**src/rtl/matrix_pkg.sv**
```systemverilog
// Shared types and geometry for the LED matrix frame path.
// A frame is a packed array of rows, so row r occupies bits 8*r+7 : 8*r of FRAME_W.
package matrix_pkg;

  localparam int MATRIX_ROWS = 8;
  localparam int MATRIX_COLS = 8;
  localparam int FRAME_W     = MATRIX_ROWS * MATRIX_COLS;

  typedef logic [2:0]             row_idx_t;
  typedef logic [MATRIX_COLS-1:0] row_data_t;

  // Packed so the flattening onto the scanner's 64-bit bus is the storage layout itself.
  typedef row_data_t [MATRIX_ROWS-1:0] frame_t;

  typedef enum logic {
    FILL    = 1'b0,
    PENDING = 1'b1
  } fb_state_t;

endpackage

```
**src/rtl/matrix_frame_buffer.sv**
```systemverilog
// Double-buffered 8x8 frame store: the producer edits a hidden back buffer and commits it;
// the front buffer is replaced only on a scan-frame boundary once the current image has aged enough.
module matrix_frame_buffer
  import matrix_pkg::*;
#(
  parameter int MIN_FRAMES = 1
) (
  input  logic               sys_clk,
  input  logic               sys_rst,
  input  logic               wr_valid,
  output logic               wr_ready,
  input  logic [2:0]         wr_row,
  input  logic [7:0]         wr_data,
  input  logic               commit_valid,
  output logic               commit_ready,
  input  logic               frame_tick,
  output logic [FRAME_W-1:0] data_out,
  output logic               swap_pulse,
  output logic               pending
);

  localparam int                CNT_W   = $clog2(MIN_FRAMES + 1);
  localparam logic [CNT_W-1:0] CNT_MAX = CNT_W'(MIN_FRAMES);

  fb_state_t        state_q, state_d;
  frame_t           front_q, front_d;
  frame_t           back_q, back_d;
  logic [CNT_W-1:0] frame_cnt_q, frame_cnt_d;
  logic             swap_pulse_q, swap_pulse_d;

  logic in_fill;
  logic wr_fire;
  logic commit_fire;
  logic swap;

  // NOTE: every variable assigned here gets its default first, so no path can infer a latch.
  always_comb begin
    in_fill      = (state_q == FILL);
    wr_fire      = wr_valid && in_fill;
    commit_fire  = commit_valid && in_fill;
    swap         = (state_q == PENDING) && frame_tick
                   && ((int'(frame_cnt_q) + 1) >= MIN_FRAMES);

    state_d      = state_q;
    front_d      = front_q;
    back_d       = back_q;
    frame_cnt_d  = frame_cnt_q;
    swap_pulse_d = swap;

    if (wr_fire) begin
      back_d[wr_row] = wr_data;
    end

    // A tick coincident with the commit sees state_q==FILL, so it can only count.
    if (commit_fire) begin
      state_d = PENDING;
    end

    if (swap) begin
      front_d     = back_q;
      frame_cnt_d = '0;
      state_d     = FILL;
    end else if (frame_tick && (frame_cnt_q != CNT_MAX)) begin
      frame_cnt_d = frame_cnt_q + 1'b1;
    end
  end

  // NOTE: both frame buffers are flops and are cleared on reset so the display blanks
  // immediately; this is deliberate, not a RAM that could skip reset.
  always_ff @(posedge sys_clk) begin
    if (sys_rst) begin
      state_q      <= FILL;
      front_q      <= '0;
      back_q       <= '0;
      frame_cnt_q  <= '0;
      swap_pulse_q <= 1'b0;
    end else begin
      state_q      <= state_d;
      front_q      <= front_d;
      back_q       <= back_d;
      frame_cnt_q  <= frame_cnt_d;
      swap_pulse_q <= swap_pulse_d;
    end
  end

  assign wr_ready     = in_fill;
  assign commit_ready = in_fill;
  assign pending      = ~in_fill;
  assign data_out     = front_q;
  assign swap_pulse   = swap_pulse_q;

endmodule

```
**config.mk**
```make
export PLATFORM = sky130hd
export DESIGN_NAME = matrix_frame_buffer
export DESIGN_NICKNAME = d
export VERILOG_FILES = /design/src/rtl/matrix_pkg.sv /design/src/rtl/matrix_frame_buffer.sv
export SDC_FILE = /design/constraint.sdc
export NUM_CORES = 1
export LEC_CHECK = 0
export ABC_AREA = 1
export BUFFER_PORTS_ARGS = -buffer_cell sky130_fd_sc_hd__buf_2
export CORE_MARGIN = 4
export CORE_UTILIZATION = 45
export CTS_CLUSTER_SIZE = 25
export DETAILED_ROUTE_END_ITERATION = 8
export GPL_ROUTABILITY_DRIVEN = 1
export HOLD_SLACK_MARGIN = 0.08
export PLACE_DENSITY_LB_ADDON = 0.25
export REMOVE_ABC_BUFFERS = 1
export SLEW_MARGIN = 20
export SYNTH_ARGS = -nofsm -noshare
export SYNTH_HDL_FRONTEND = slang
export SYNTH_SLANG_ARGS = --single-unit
export TNS_END_PERCENT = 5
```
**constraint.sdc**
```tcl
create_clock -name sys_clk -period 1.25 [get_ports sys_clk]
set_clock_uncertainty 0.05 [all_clocks]
set_input_delay 0.0625 -clock sys_clk [delete_from_list [all_inputs] [get_ports sys_clk]]
set_output_delay 0.0625 -clock sys_clk [all_outputs]
set_load 0.01 [all_outputs]
```
==> results.md <==
- Outcome: finished, violations left
- Failing checks: negative setup slack
- Crit-path max FO: 7
- Post-Layout Inst Area: between 6000 and 7000 µm²
- Worst Path Buf+Inv: 2
- Period utilization: 101%
- Synthesis Warnings: 0
- Placed cells: between 800 and 900
- Num rows: 37
- Worst-Margin Slew: ~0.48 ns
- Commonest cells post-synth: 230 x nand2_1, 130 x dfxtp_1, 129 x nor2_1, 97 x nand3_1, 16 x inv_1
- Final Power: 0.00962 W
- RePlAce Congestion: approximately 0.81
- Starting Density: 46.4%
- Clk buf depth: 2
- Dpl ws: around 0.0020 ns
- Worst-skew pair later-pin latency: slightly above 0.5 ns
- Yosys reg bits: 130
- CTS H-tree lvls: 4
- Clock sinks: 130
- Drt first pass iters: 6
- Initial antenna violation count: 0
- Max Clock Freq: between 0.7 and 0.8 GHz
- Avg WL per Cell: ~13 µm
- CTS tree: done
- Vias in the first global route: between 4k and 5k
- RSZ-0062 raised after global routing: yes
- Reg clk slew, reported paths: approximately 0.060 ns
- Crit path largest cell delay: roughly 0.33 ns
- Final hold viol count: 0
- Largest net degree at the start of global routing: 69
- Synth async-reset ratio: 0%
- # DRC: 0
- RR Startpoint: pending$_SDFFE_PP0P_
- Data arrival time of the worst path: 1.62 ns
- Crit Path Category: reg2reg
- Max VDD drop: 0.000710 V
- Power per cell area: roughly 1500 nW/µm²
- Min Tclk post-route: between 1 and 1.5 ns
- Hold path endpoint: pending$_SDFFE_PP0P_
- Final antenna diode count: 0
- Most common flop cell mapped by yosys: dfxtp_1
- First-pass GRT wire length: 19500 µm
- CP max-delay cell: dfxtp_2
- Slew HR: between 60% and 70%
- Final WL: 11900 µm
- Dpl hpwl: between 7000 and 8000 µm
- Num CTS Buffers: 17
- Cells after Synth: 650
- Final setup fails: 4
- Port-buffer cells: 83
- Worst hold start: commit_valid
- CP dominant cell by count: nand2_1
- Post-Syn Area: 4810 µm²
- Root buffer cell: clkbuf_8
- Initial drt markers: between 200 and 300
- Hold path cells: 3
- Die Y: between 100 and 150 µm
- Critical Path, Cell by Cell: inv_4 > nand3_4 > nor2_4 > buf_12 > nand2_1 > nand2_1 > nor2_1
- Post-synth EDFFs: 0
- Worst reg-to-reg path cell count: 7
- Nets: ~770
- Core footprint: 10400 µm²
- Final std cells w/o fill: approximately 900
- Via density: between 4 and 5
- P_leak: 3.08 nW
- Chip width: about 110 µm
- Area growth from synthesis to layout: 29.9%
- Reg-to-reg endpoint: back_q[11]$_SDFFE_PP0P_
- Grt ovf: 0
- Hold Slack: 0.293 ns
- Post-synth top area share: 54.1%
- Most common cell in the synthesized netlist: nand2_1
- Worst min path class: in2reg
- DRT antenna net count: 0
- Startpoint Class: register
- Layout cells sized above 1: 19.8%
- Final worst slack: -0.00701 ns
- R2R Setup Slk: -0.007 ns
- Unique masters post-synth: 16
- Worst EP required: 1.61 ns
- Max-slew violation count: 0
- Sequential share of the synthesized area: a little over half
- Worst path top cell family by delay: simple AND/OR/NAND/NOR gates
- Total GRT Usage: about a fifth
- CP endpoint kind: register
- Cell taking the most area after synthesis: dfxtp_1
- Die ar.: approximately 12000 µm²
- Area contributors post-synth: dfxtp_1 54%, nand2_1 18%, nand3_1 10%
- Via count: about 4.3k
- DP Area: around 5400 µm²
- I/O pin count: between 80 and 90
- Max cap viols: 0
- Avg Synthesized Cell Area: 7.41 µm²
-- sequential cells by signal (all words and copies together), names as in the netlist --
| register | flops |
|---|---|
| data_out | 64 |
| back_q | 64 |
| pending | 1 |
| swap_pulse | 1 |
-- power by group --
group	switching, W	internal [W]
Combinational	0.000391	0.000228
Clock	0.00176	0.00298
Sequential	0.0000425	0.00423
-- through the flow --
step	util [%]	setup TNS, ns
floorplan	-	-199.50
global placement	52.0	0
detailed placement	52.0	0
CTS	59.1	-0.0237
global route	60.3	-1.11
finish	60.3	-0.0128
-- repair_timing --
action                                  CTS  global route
setup buffers                             2             2
hold endpoints to repair                129             0
cloned                                    0             2
hold buffers                             15             0
pin swaps                                 1             3
resized for setup                         0            11
endpoints found under the setup margin    6            67
-- cells by family (layout without fill, tap and decap cells) --
group | Yosys count | after routing | synth area share [%]
compound gates | 1 | 1 | 0.208
buf+inv | 52 | 164 | 5.17
simple gates | 467 | 467 | 40.6
flops | 130 | 130 | 54.1
-- worst max-delay path by stage --
stage	endpoint	depth (start not counted)	start	slack, ns
after floorplan	data_out[0]$_SDFFE_PP0P_	5	sys_rst	-2.08
after global placement	back_q[57]$_SDFFE_PP0P_	6	pending$_SDFFE_PP0P_	0.05
after detailed placement	back_q[25]$_SDFFE_PP0P_	6	pending$_SDFFE_PP0P_	0.002
after CTS	back_q[56]$_SDFFE_PP0P_	6	pending$_SDFFE_PP0P_	-0.01
after global routing	back_q[15]$_SDFFE_PP0P_	7	pending$_SDFFE_PP0P_	-0.11
final	back_q[11]$_SDFFE_PP0P_	7	pending$_SDFFE_PP0P_	-0.007
-- cell usage in the layout (no fill, tap or decap), types with 8 or more instances in the layout --
cell type      instances
buf_12                 9
buf_4                  8
clkbuf_16             18
dlygate4sd3_1         15
buf_2                 82
dfxtp_1              129
nand2_1              225
inv_1                 14
nor2_1               128
nand3_1               97
-- routing by layer --
metal / wire length (µm) / vias up / GRT usage (%) / share of wire [%]
met1: 5110 / 1986 / 23.9 / 43
met4: 239 / 0 / 7.70 / 2.0
met5: 0 / - / 0 / 0
met3: 688 / 20 / 5.49 / 5.8
met2: 5820 / 109 / 31.4 / 49
li1: - / 2224 / - / -
-- final cells by class --
type | count | area (µm²)
timing repair buffer | 116 | 851
tap | 136 | 170
multi-input combinational | 468 | 1990
inverter | 17 | 67.6
clock buffer | 22 | 463
clock inverter | 9 | 106
sequential | 130 | 2600
fill | 913 | 4120
-- worst min-delay path, delay by kind of cell --
kind                   cells  cell delay [ns]
AOI/OAI and AO/OA          1             0.14
buffers and inverters      2             0.62
Note: power is estimated with default switching activity, not from simulation.
